===== src/rtl/regfile_pkg.sv =====
// rtl/regfile_pkg.sv - shared register-file writeback constants
package regfile_pkg;
  localparam int RF_AW   = 4;
  localparam int RF_DW   = 32;
  localparam int RF_NREQ = 4;

  // Fixed requester slots on the writeback port.
  typedef enum logic [1:0] {
    WB_ALU   = 2'd0,
    WB_LOAD  = 2'd1,
    WB_LINK  = 2'd2,
    WB_SPARE = 2'd3
  } wb_src_e;
endpackage


===== src/rtl/rr_arbiter.sv =====
// rtl/rr_arbiter.sv - round-robin one-hot arbiter owning its rotating pointer
module rr_arbiter
  import regfile_pkg::*;
#(
  parameter int NREQ = RF_NREQ
) (
  input  logic            Clk,
  input  logic            Clr,
  input  logic            en,
  input  logic [NREQ-1:0] req,
  output logic [NREQ-1:0] grant
);
  localparam int PW = (NREQ > 1) ? $clog2(NREQ) : 1;

  logic [PW-1:0] ptr_q, ptr_d;
  logic [PW:0]   idx;
  logic          found;

  // Wrap is a compare-and-subtract so non-power-of-2 NREQ never leaves 0..NREQ-1.
  always_comb begin
    grant = '0;
    ptr_d = ptr_q;
    found = 1'b0;
    idx   = '0;
    for (int k = 0; k < NREQ; k++) begin
      idx = {1'b0, ptr_q} + (PW+1)'(k);
      if (idx >= (PW+1)'(NREQ)) idx = idx - (PW+1)'(NREQ);
      if (en && Clr && !found && req[idx[PW-1:0]]) begin
        grant[idx[PW-1:0]] = 1'b1;
        found              = 1'b1;
        ptr_d              = (idx[PW-1:0] == PW'(NREQ-1)) ? '0 : idx[PW-1:0] + 1'b1;
      end
    end
  end

  always_ff @(posedge Clk or negedge Clr) begin
    if (!Clr) ptr_q <= '0;
    else      ptr_q <= ptr_d;
  end
endmodule


===== src/rtl/regfile_wport_arbiter.sv =====
// rtl/regfile_wport_arbiter.sv - shares the register-file write port among writeback sources
module regfile_wport_arbiter
  import regfile_pkg::*;
#(
  parameter int NREQ    = RF_NREQ,
  parameter int AW      = RF_AW,
  parameter int DW      = RF_DW,
  parameter bit R0_ZERO = 1'b1
) (
  input  logic               Clk,
  input  logic               Clr,
  input  logic [NREQ-1:0]    req,
  input  logic [NREQ*AW-1:0] req_addr,
  input  logic [NREQ*DW-1:0] req_data,
  input  logic               hold,
  output logic [NREQ-1:0]    ack,
  output logic [AW-1:0]      dec_D,
  output logic               dec_L,
  output logic [DW-1:0]      wr_data
);
  logic [AW-1:0] sel_addr;
  logic [DW-1:0] sel_data;
  logic          any_grant;
  logic [AW-1:0] dec_d_q, dec_d_d;
  logic          dec_l_q, dec_l_d;
  logic [DW-1:0] wr_data_q, wr_data_d;

  rr_arbiter #(.NREQ(NREQ)) u_arb (
    .Clk   (Clk),
    .Clr   (Clr),
    .en    (!hold),
    .req   (req),
    .grant (ack)
  );

  always_comb begin
    sel_addr = '0;
    sel_data = '0;
    for (int i = 0; i < NREQ; i++) begin
      if (ack[i]) begin
        sel_addr = req_addr[i*AW +: AW];
        sel_data = req_data[i*DW +: DW];
      end
    end
  end

  // A write to r0 is still acknowledged; only its enable is suppressed.
  always_comb begin
    any_grant = |ack;
    dec_l_d   = any_grant && !(R0_ZERO && (sel_addr == '0));
    dec_d_d   = any_grant ? sel_addr : dec_d_q;
    wr_data_d = any_grant ? sel_data : wr_data_q;
  end

  always_ff @(posedge Clk or negedge Clr) begin
    if (!Clr) begin
      dec_d_q   <= '0;
      dec_l_q   <= 1'b0;
      wr_data_q <= '0;
    end else begin
      dec_d_q   <= dec_d_d;
      dec_l_q   <= dec_l_d;
      wr_data_q <= wr_data_d;
    end
  end

  assign dec_D   = dec_d_q;
  assign dec_L   = dec_l_q;
  assign wr_data = wr_data_q;
endmodule


===== config.mk =====
export PLATFORM = sky130hd
export DESIGN_NAME = regfile_wport_arbiter
export DESIGN_NICKNAME = d
export VERILOG_FILES = /design/src/rtl/regfile_pkg.sv /design/src/rtl/rr_arbiter.sv /design/src/rtl/regfile_wport_arbiter.sv
export SDC_FILE = /design/constraint.sdc
export NUM_CORES = 1
export LEC_CHECK = 0
export ABC_CLOCK_PERIOD_IN_PS = 5100
export CAP_MARGIN = 20
export CORE_ASPECT_RATIO = 0.5
export CORE_UTILIZATION = 39
export CTS_BUF_LIST = sky130_fd_sc_hd__clkbuf_4
export DETAILED_ROUTE_END_ITERATION = 7
export PLACE_DENSITY = 0.95
export SETUP_SLACK_MARGIN = 0.02
export SYNTH_ARGS = -nofsm -noshare
export SYNTH_HDL_FRONTEND = slang
export SYNTH_SLANG_ARGS = --single-unit

===== constraint.sdc =====
create_clock -name Clk -period 5.1 [get_ports Clk]
set_input_delay 0.51 -clock Clk [delete_from_list [all_inputs] [get_ports Clk]]
set_output_delay 0.51 -clock Clk [all_outputs]
set_load 0.03 [all_outputs]

======== Word level (Yosys, flattened, before mapping) ========
Cells that the tools add are included.
storage, ports and cells
  register bits after elaboration ......... 39
  latch bits .............................. 0
  memory bits (writable) .................. 0
  memory bits (read-only) ................. 0
  bits of input ports ..................... 151
  output and inout bits ................... 41
  logic and storage cells ................. 98
  memories ................................ 0
operators by class
  $add $sub $neg .......................... 11
  multiply operators ...................... 0
  div/mod/pow operators ................... 0
  $lt $le $gt $ge ......................... 12
  eq/ne operators ......................... 4
  shift-type cells ........................ 0
  mux-type cells .......................... 43
  bitwise operators ....................... 3
  reductions and logical operators ........ 21
operators by type and width
  kind                 number
  $mux 32              4
  $mux 4               8
  $mux 2               12
  $logic_and 1x1->1    13
  $lt 2x3->1 const B   4
  $or 4x4->4           3
  $mux 1               11
  $ge 3x3->1 const B   3
  $add 2x1->2 const B  4
  $bmux 1 s2           4
  $demux 1 s2          4
  $eq 2x2->1 const B   4
  $ge 2x1->1 const B   4
  $sub 2x1->2 const B  4
  $add 2x2->3 const B  2
  $logic_not 1->1      5
  $logic_not 4->1      1
  $reduce_bool 4->1    1
  $reduce_or 4->1      1
  $add 2x1->3 const B  1
  $ge 2x3->1 const B   1

======== Longest topological paths before layout ========
  word-level depth ........................ 25
  mapped depth ............................ 14
  gate-level depth less buffers ........... 10

======== Hierarchy ========
A second synthesis with hierarchy kept.
unflattened totals
  cell total of the unflattened synthesis .. 269
  area, all modules ....................... 2502.4 µm²
by module, submodules not included
  module                 instances  cells each  area each (µm²)  seq. area each (µm²)
  regfile_wport_arbiter  1          213         1969.4           925.9
  rr_arbiter             1          56          533.0            50.0

======== Least setup slack after synthesis ========
OpenSTA, ideal clock, no wires.
  kind .................................... reg-to-output
  start point ............................. reg u_arb.ptr_q[0]
  end point ............................... out ack[3]
  arrival ................................. 2.764 ns
  data required time ...................... 4.590 ns
  path slack .............................. 1.826 ns
  stages on the path, launching flop included .. 12
  cell sequence ........................... dfrtp_1 buf_6 inv_1 ha_1 mux4_2 nor2_1 and3_1 buf_6 a221oi_4 inv_2 clkbuf_1 buf_2
on the way
  word-level cells in the longest chain between the ends .. 18
ends and longest elaborated chain
  element                                               RTL line                     text
  from (decl)                                           rr_arbiter.sv:15             logic [PW-1:0] ptr_q, ptr_d;
  from (signal assigned)                                rr_arbiter.sv:38             else ptr_q <= ptr_d;
  branches (longest 17 deep; another with $add 2x1->3)  --
  $mux 4 (*)                                            rr_arbiter.sv:28             if (en && Clr && !found && req[idx[PW-1:0]]) begin
  to (decl)                                             regfile_wport_arbiter.sv:16  output logic [NREQ-1:0] ack,
Every way passes the cells marked *. The select of a mux whose other input is x is not followed.

======== Final worst setup path ========
  start point ............................. reg u_arb.ptr_q[0]
  end point ............................... out ack[0]
The elaborated chain is that of the path after synthesis.

==> flow_metrics.tcl <==
set metrics [dict create \
    status "completed" \
    timing.critical_path.slowest_stage_cell "clkdlybuf4s50_1" \
    rows 21 \
    wl_mm 10.8 \
    yosys.area_share.xor_xnor 0.00315 \
    critical_path_depth 8 \
    grt_antenna_before_repair 0 \
    place_congestion 0.899 \
    synth_sequential_area_ratio 0.352 \
    wl_per_cell_um 18.6 \
    design.die.area_um2 7480 \
    number_of_buffers_added_by_the_clock_tree_synthesis_step 5 \
    number_of_max_cap_violations 0 \
    ys_types 37 \
    synth_compound_gate_area_share 0.333 \
    hold_viol 0 \
    grt_setup_unrepaired "no" \
    post_route_cells_drive_above_1_share 0.0635 \
    syn2layout_area_growth_pct 71.3 \
    worst-slew-pin-transition_ps 925 \
    cts.repair.resized 0 \
    core_area_um2 6780 \
    synth_fp_nets 469 \
    avgViaCountPerCell 6.05 \
    fin_nets 644 \
    height_of_the_die_um 61.7 \
    maximum_number_of_pins_on_one_net_before_global_route_repair 69 \
    setup_total_negative_slack_ps 0 \
    setup_viol 0 \
    start_util 0.410 \
    finalCriticalPeriod_ps 4510 \
    post-cts-setup-buffers 0 \
    post-route-util 0.702 \
    synth_seq_cells 39 \
    synth_top_family_by_area "compound AO/OA/AOI/OAI gates" \
    fillers 488 \
    tritoncts "yes" \
    count_of_clock_tree_sinks 39 \
    dp_hpwl_mm 7.96 \
    worst_path_largest_cell_delay_ps 700 \
    ys_warn_count 0 \
    grt.overflow.total 0 \
    gr-usage-all-layers 0.274 \
    ir_worst_vdd_uv 269 \
    report.power.total_mw 2.58 \
    detailedRoute.firstIterationViolations 388 \
    cellLeakagePower_nw 1.83 \
    ctsHtreeMaxLevel 2 \
    placed_cell_area_um2 4700 \
    path_cells "inv_1 > ha_1 > mux4_2 > nor2_1 > and3_1 > a221o_1 > buf_4 > clkdlybuf4s50_1" \
    first_global_vias 2987 \
    timing.setup.critical_path_class "flop to output pin" \
    clock_tree.root_cell "clkbuf_4" \
    io_pins 192 \
    rr_worst_depth 10 \
    worst_hold_path_type "primary input to async pin" \
    finalMaxSlewViolations 0 \
    worstPathMaxFanout 16 \
    post_synth_and_or_nand_nor_area_fraction 0.171 \
    timing.critical_path.arrival_ps 4000 \
    top_achievable_clock_speed_mhz 222 \
    worst_setup_path_start_kind "flop" \
    crit_required_ps 4590 \
    port_buffers 191 \
    detail_route.drc_violations 0 \
    path_buf_inv 3 \
    clkSlewWorstSetupHoldPaths_ps 130 \
    critical_path.top_delay_family "buffers and inverters" \
    syn-cell-area_um2 2780 \
    cts_hold_repair.buffers 0 \
    yosys-mux-area-fraction 0.0442 \
    synth.avg_cell_area_um2 8.90 \
    clock_tree.buffer_depth 2 \
    worstSkewPairLatency_ps 350 \
    power-per-cell-area_nw_per_um2 541 \
    adder_cell_fraction_of_synth_area 0.0270 \
    design_area_um2 4760 \
    fin_crit_sh 0.885 \
    floorplan.die.width_um 121 \
    maxSlewHeadroom 0.379 \
    detail_route.first_pass.iterations 5 \
    antenna-diode-count 0 \
    final_antenna_net_count 0 \
    synthesized_instance_count 312 \
    worst_setup_path_end_kind "output pin" \
    grt_first_pass_wirelength_mm 15.5 \
    final.setup_skew_ps 7.22 \
    vias 3510 \
]
==> power by group <==
part           switching [mW]  leakage, nW  internal [mW]
combinational           0.998         1.33          0.817
clock                   0.115       0.0272         0.0527
sequential              0.114        0.474          0.478
total                    1.23         1.83           1.35
==> state kept, by name, summed over array words and instances (netlist names) <==
signal and count:
dec_D 4, dec_L 1, u_arb.ptr_q 2, wr_data 32
==> through the flow <==
step / setup WS (ps) / cells / hold slack [ps]
final: 588 / 580 / 205
after global routing: 268 / 580 / 232
after CTS: 576 / 580 / 222
after detailed placement: 1010 / 572 / 461
after global placement: 1120 / 572 / 460
after floorplan: 1830 / 312 / 214
==> logic make-up (layout without fill, tap and decap cells) <==
logic type | count (synthesis) | in the layout
and+or+nand+nor | 96 | 96
DFF | 39 | 39
buffers and inverters | 39 | 215
muxes | 7 | 7
AOI/OAI and AO/OA | 124 | 124
adders and majority gates | 6 | 6
xor gates and xnor gates | 1 | 1
==> cells in the mapped netlist <==
cell | n | share of area
a211o_1 | 1 | 0.0032
a211oi_1 | 1 | 0.0027
a21oi_1 | 6 | 0.011
a221o_1 | 33 | 0.12
a221oi_1 | 4 | 0.013
a221oi_4 | 2 | 0.019
a2bb2oi_1 | 4 | 0.013
a31oi_1 | 33 | 0.074
a32o_1 | 2 | 0.0072
and3_1 | 2 | 0.0045
and3b_1 | 1 | 0.0032
and4_1 | 4 | 0.013
buf_1 | 2 | 0.0027
buf_2 | 7 | 0.013
buf_6 | 5 | 0.020
clkbuf_1 | 18 | 0.024
dfrtp_1 | 39 | 0.35
ha_1 | 6 | 0.027
inv_1 | 4 | 0.0054
inv_2 | 3 | 0.0041
mux2_2 | 2 | 0.0081
mux2i_1 | 1 | 0.0036
mux4_2 | 4 | 0.032
nand2_1 | 43 | 0.058
nand2b_1 | 1 | 0.0023
nand3_1 | 32 | 0.058
nand3b_1 | 2 | 0.0054
nand4_1 | 2 | 0.0045
nand4b_1 | 1 | 0.0032
nor2_1 | 5 | 0.0068
nor2b_1 | 1 | 0.0023
nor4_4 | 1 | 0.0077
o21ai_0 | 36 | 0.065
o22ai_2 | 1 | 0.0045
o31ai_1 | 1 | 0.0027
or3b_1 | 1 | 0.0032
xor2_1 | 1 | 0.0032
==> area by class of cell <==
type                            count  area [um2]  share of cell area
Clock buffer                        5        37.5             0.00789
Clock inverter                      3        20.0             0.00421
Inverter                            7        26.3             0.00552
Multi-Input combinational cell    234        1610               0.338
Sequential cell                    39         976               0.205
Tap cell                           92         115              0.0242
Timing Repair Buffer              200        1970               0.415
==> layout by cell type (no fill, tap or decap), drive strengths merged, types with 2 or more instances in the layout <==
cell type,n
clkdlybuf4s50,190
buf,10
mux2,2
dfrtp,39
o21ai,36
inv,7
clkbuf,5
a221oi,6
nand2,43
a21oi,6
nand3b,2
a31oi,33
and4,4
nor2,5
a32o,2
and3,2
nand4,2
nand3,32
ha,6
clkinvlp,2
mux4,4
a221o,33
a2bb2oi,4
==> worst paths after layout <==
check,start,endpoint,slack (ps)
max in group asynchronous,Clr,wr_data[26],4530
setup / recovery,u_arb.ptr_q[0],ack[0],590
hold reg to reg,dec_D[1],dec_D[1],490
hold / removal,Clr,u_arb.ptr_q[1],210
setup reg to reg,u_arb.ptr_q[0],wr_data[7],1030
min in group Clk,dec_D[1],dec_D[1],490
==> per-layer routing <==
layer,vias up,global-route usage,routed length [um]
met5,-,0,0
met4,0,0.101,299
met3,32,0.0509,708
met2,195,0.470,5470
met1,1710,0.355,4310
li1,1573,-,-
Note: power is estimated with default switching activity, not from simulation.
